## src/rtl/i2c_req_arbiter.sv

```systemverilog
// Two-requester round-robin front end for a 1-byte I2C engine.
// Optional WAIT watchdog is built only when I2C_ARB_TIMEOUT_EN is defined.
module i2c_req_arbiter #(
  parameter logic [15:0] TIMEOUT_CYCLES = 16'd65535
) (
  input  logic        i_sys_clk,
  input  logic        i_rst,
  input  logic [1:0]  i_req,
  input  logic [1:0]  i_req_rnw,
  input  logic [5:0]  i_req_dev_addr,
  input  logic [15:0] i_req_word_addr,
  input  logic [15:0] i_req_wr_data,
  output logic [1:0]  o_grant,
  output logic [1:0]  o_done,
  output logic [7:0]  o_rd_data,
  output logic        o_err,
  output logic        o_busy,
  output logic        o_wr_start_flag,
  output logic        o_rd_start_flag,
  output logic [2:0]  o_device_addr,
  output logic [7:0]  o_word_addr,
  output logic [7:0]  o_wr_data,
  input  logic        i_eng_done,
  input  logic [7:0]  i_eng_rd_data,
  input  logic        i_eng_ack_err
);

  typedef enum logic [1:0] {
    ST_IDLE,
    ST_START,
    ST_WAIT,
    ST_DONE
  } state_t;

  state_t state, state_next;

  logic       win_id;
  logic       id_q;
  logic       rnw_q;
  logic       last_grant;
  logic [2:0] dev_q;
  logic [7:0] word_q;
  logic [7:0] wdata_q;
  logic [7:0] rdata_q;
  logic       err_q;
  logic       timeout_hit;

`ifdef I2C_ARB_TIMEOUT_EN
  logic [15:0] wd_cnt;

  assign timeout_hit = (wd_cnt == (TIMEOUT_CYCLES - 16'd1));
`else
  logic unused_timeout;

  assign timeout_hit    = 1'b0;
  assign unused_timeout = ^TIMEOUT_CYCLES;
`endif

  // On contention the requester that was not granted last wins.
  always_comb begin
    win_id = 1'b0;
    case (i_req)
      2'b01:   win_id = 1'b0;
      2'b10:   win_id = 1'b1;
      2'b11:   win_id = ~last_grant;
      default: win_id = 1'b0;
    endcase
  end

  always_ff @(posedge i_sys_clk) begin
    if (i_rst) begin
      state <= ST_IDLE;
    end else begin
      state <= state_next;
    end
  end

  always_ff @(posedge i_sys_clk) begin
    if (i_rst) begin
      id_q       <= 1'b0;
      rnw_q      <= 1'b0;
      last_grant <= 1'b1;
      dev_q      <= 3'd0;
      word_q     <= 8'd0;
      wdata_q    <= 8'd0;
      rdata_q    <= 8'd0;
      err_q      <= 1'b0;
`ifdef I2C_ARB_TIMEOUT_EN
      wd_cnt     <= 16'd0;
`endif
    end else begin
      case (state)
        ST_IDLE: begin
          if (|i_req) begin
            id_q    <= win_id;
            rnw_q   <= i_req_rnw[win_id];
            dev_q   <= win_id ? i_req_dev_addr[5:3] : i_req_dev_addr[2:0];
            word_q  <= win_id ? i_req_word_addr[15:8] : i_req_word_addr[7:0];
            wdata_q <= win_id ? i_req_wr_data[15:8] : i_req_wr_data[7:0];
          end
        end
        ST_START: begin
`ifdef I2C_ARB_TIMEOUT_EN
          wd_cnt <= 16'd0;
`endif
        end
        ST_WAIT: begin
          // Read data is only meaningful for an acknowledged read.
          if (i_eng_done) begin
            rdata_q <= (rnw_q && !i_eng_ack_err) ? i_eng_rd_data : 8'h00;
            err_q   <= i_eng_ack_err;
          end else if (timeout_hit) begin
            rdata_q <= 8'h00;
            err_q   <= 1'b1;
          end
`ifdef I2C_ARB_TIMEOUT_EN
          else begin
            wd_cnt <= wd_cnt + 16'd1;
          end
`endif
        end
        ST_DONE: begin
          last_grant <= id_q;
        end
        default: ;
      endcase
    end
  end

  always_comb begin
    state_next      = state;
    o_grant         = 2'b00;
    o_done          = 2'b00;
    o_rd_data       = 8'h00;
    o_err           = 1'b0;
    o_wr_start_flag = 1'b0;
    o_rd_start_flag = 1'b0;
    case (state)
      ST_IDLE: begin
        if (|i_req) state_next = ST_START;
      end
      ST_START: begin
        o_grant[id_q]   = 1'b1;
        o_rd_start_flag = rnw_q;
        o_wr_start_flag = ~rnw_q;
        state_next      = ST_WAIT;
      end
      ST_WAIT: begin
        if (i_eng_done || timeout_hit) state_next = ST_DONE;
      end
      ST_DONE: begin
        o_done[id_q] = 1'b1;
        o_rd_data    = rdata_q;
        o_err        = err_q;
        state_next   = ST_IDLE;
      end
      default: state_next = ST_IDLE;
    endcase
  end

  assign o_busy        = (state != ST_IDLE);
  assign o_device_addr = dev_q;
  assign o_word_addr   = word_q;
  assign o_wr_data     = wdata_q;

endmodule
```

## config.mk

```make
export PLATFORM = sky130hd
export DESIGN_NAME = i2c_req_arbiter
export DESIGN_NICKNAME = d
export VERILOG_FILES = /design/src/rtl/i2c_req_arbiter.sv
export SDC_FILE = /design/constraint.sdc
export NUM_CORES = 1
export LEC_CHECK = 0
export CORE_ASPECT_RATIO = 0.5
export CORE_MARGIN = 2
export CORE_UTILIZATION = 43
export DETAILED_ROUTE_END_ITERATION = 8
export PLACE_DENSITY = 0.86
export SETUP_SLACK_MARGIN = 0.5
export SYNTH_ARGS = -nofsm -noshare
export SYNTH_HDL_FRONTEND = slang
export SYNTH_SLANG_ARGS = --single-unit
```

## constraint.sdc

```tcl
create_clock -name i_sys_clk -period 3.8 [get_ports i_sys_clk]
set_clock_uncertainty 0.2 [all_clocks]
set_input_delay 0.57 -clock i_sys_clk [delete_from_list [all_inputs] [get_ports i_sys_clk]]
set_output_delay 0.57 -clock i_sys_clk [all_outputs]
set_load 0.005 [all_outputs]
```

==> results_dict.tcl <==
set metrics [dict create \
    post_cts_hold_buffer_count 0 \
    syn_avg_cell_area_um2 9.15 \
    grt_pass1_vias 1632 \
    clock-root-buffer "clkbuf_8" \
    synthesis.instances 188 \
    synth-seq-cells 33 \
    cts.sinks 33 \
    viasPerCell 4.98 \
    die_area_um2 4550 \
    worstSetupStartpointType "flop" \
    ys_types 28 \
    post_cts.repair.setup_buffers 0 \
    placed_cells_incl_taps 318 \
    design.portCount 89 \
    cp_top_family "buffers and inverters" \
    grt_remaining_overflow 0 \
    ys_seq_area_share_pct 38.4 \
    die_height_um 48.7 \
    buffer_ports.inserted 88 \
    drt_total_wl_mm 4.43 \
    comb_power_share_pct 50.6 \
    totalNegativeSetupSlack_ns 0 \
    p_seq_share_pct 32.4 \
    period_minus_slack_ns 2.54 \
    combined_area_of_all_synthesized_cells_um2 1720 \
    start_util_pct 44.5 \
    cts.clk_slew.worst_paths_ns 0.06 \
    report.final.slew_viol_count 0 \
    detailedRoute.firstIterationViolations 42 \
    synthesis.nets 247 \
    ys.warnings.count 0 \
    critical_path.max_stage_delay_ns 0.51 \
    gpl_wtd_cong 0.763 \
    clk-insertion-delay-late_ns 0.28 \
    synth-async-reset-ratio_pct 0 \
    leading_cell_type_in_the_layout_fill_and_taps_excluded "clkdlybuf4s50_1" \
    max_cap_violations 0 \
    power-per-cell-area_nw_per_um2 573 \
    clk_path_buf_depth 2 \
    clockPowerShare_pct 17.0 \
    number_of_enable_type_register_cells_in_the_synthesized_netlist 0 \
    list_of_cells_traversed_by_the_critical_path "ha_1 > and2_1 > clkdlybuf4s50_1" \
    crit_path_max_fanout 11 \
    run_status "finished clean" \
    grt_start_max_net_pins 35 \
    rsz0062_at_grt "false" \
    final_cell_mix "clkdlybuf4s50_1, dfxtp_1, nor2_1" \
    worst_setup_end_kind "primary output" \
    intPower_uw 985 \
    fin_util_pct 69.5 \
    ys.flop_type "dfxtp_1" \
    p_sw_share_pct 36.0 \
    post_drt_wl_per_cell_um 13.6 \
    core_area_um2 3860 \
    hold_violations 0 \
    number_of_buffers_and_inverters_on_the_critical_path 1 \
    worstHoldStart "err_q$_SDFFE_PP0P_" \
    post_cts_resize_count 0 \
    drive_gt1_share_pct 19.2 \
    final-setup-viol-count 0 \
    antenna_violations_before_repair 0 \
    switching_power_uw 553 \
    grt_util_all_layers_pct 20.5 \
    timing.hold.worst.class "reg -> reg" \
    regToRegStartpoint "state[0]$_SDFFE_PP0P_" \
    worst_pin_slew_ns 0.821 \
    area_growth_syn_to_layout_pct 56.1 \
    vdd_ir_drop_max_mv 0.257 \
    die_w_um 93.5 \
    slew_headroom_pct 45.3 \
    finish.net_count 330 \
    timing.critical_path.arrival_ns 1.77 \
    num_antenna_cells 0 \
    wire_length_of_the_first_global_routing_pass_mm 7.28 \
    timing.critical_path.required_ns 3.03 \
    detail-route-antenna-nets 0 \
    dr_total_vias 1620 \
    route.detailed.drc 0 \
    critical-path-slowest-cell "clkdlybuf4s50_1" \
    fin_cells 325 \
    firstDrtPassIters 4 \
    htree_levels 2 \
    cts_inserted_buffers 5 \
    timing.critical_path.from "state[0]$_SDFFE_PP0P_" \
    crit_type "reg -> out" \
    hpwl_mm 3.31 \
    cts_tree "yes" \
    clock.fmax_ghz 0.394 \
    rows 16 \
    min_period_over_period_pct 66.8 \
    p_leak_nw 1.02 \
]
==> cells by family (layout without fill, tap and decap cells) <==
kind of cell	count (synthesis)	count (layout)	synth area share, %
buf+inv	19	102	5.89
mux	1	1	0.582
compound gates	58	58	32.7
flops	33	33	38.4
simple gates	72	72	18.8
fa+ha+maj	5	5	3.64
==> worst paths after layout <==
kind | slack, ns | depth (start not counted) | endpoint
worst min register to register | 0.25 | 2 | err_q$_SDFFE_PP0P_
worst max register to register | 1.77 | 5 | o_word_addr[0]$_SDFFE_PP0P_
worst max-delay path | 1.26 | 3 | o_done[1]
worst min-delay path | 0.25 | 2 | err_q$_SDFFE_PP0P_
==> state kept, by name, indices dropped and copies added, names as in the netlist <==
name / count
o_wr_data: 8
last_grant: 1
o_device_addr: 3
err_q: 1
rnw_q: 1
id_q: 1
state: 2
rdata_q: 8
o_word_addr: 8
==> per-stage QoR <==
step           hold slack (ns)  setup slack (ns)  power (mW)  area (µm²)
4_1_cts                  0.254              1.25        1.56        2690
2_1_floorplan            0.232              2.14       0.966        1720
5_1_grt                  0.286              1.16        1.65        2690
3_5_place_dp             0.246              1.09        1.29        2600
6_report                 0.252              1.26        1.54        2690
3_3_place_gp             0.244              1.16        1.26        2600
==> power groups by stage <==
stage          registers, mW  logic, mW  clock network (mW)
6_report               0.498      0.779               0.261
5_1_grt                0.510      0.851               0.288
4_1_cts                0.498      0.789               0.269
3_5_place_dp           0.504      0.784                   0
3_3_place_gp           0.501      0.758                   0
2_1_floorplan          0.502      0.465                   0
==> cells in the mapped netlist, types with 2 or more instances <==
cell type | n | area (µm²)
a211oi_2 | 19 | 238
a21oi_1 | 3 | 15.0
a21oi_2 | 19 | 166
a22oi_1 | 9 | 67.6
and2_1 | 12 | 75.1
buf_2 | 6 | 30.0
buf_4 | 2 | 15.0
buf_6 | 2 | 22.5
clkbuf_1 | 4 | 15.0
dfxtp_1 | 33 | 661
ha_1 | 5 | 62.6
inv_1 | 4 | 15.0
nand2_1 | 22 | 82.6
nand2b_1 | 2 | 12.5
nor2_1 | 31 | 116
nor2b_1 | 2 | 12.5
o21a_1 | 2 | 15.0
==> layer usage <==
metal | wire, µm | up-vias | global-route usage (%) | share of wire [%]
li1 | - | 807 | - | -
met1 | 1810 | 764 | 21.4 | 41
met2 | 2300 | 38 | 37.9 | 52
met3 | 226 | 11 | 5.76 | 5.1
met4 | 90 | 0 | 10.0 | 2.0
met5 | 0 | - | 0 | 0
==> worst min-delay path: stages (launching register included) <==
cell	delay, ns
dfxtp_1	0.31
nand2_1	0.05
a21oi_1	0.05
==> cell type report <==
cell class              count  area (µm²)
fillers                   311        1180
multi-input cells         136         962
repair buffers             90         891
clock buffers               7        86.3
inverters                   5        18.8
well taps                  54        67.6
flip-flops and latches     33         661
(Power assumes the default switching activity.)
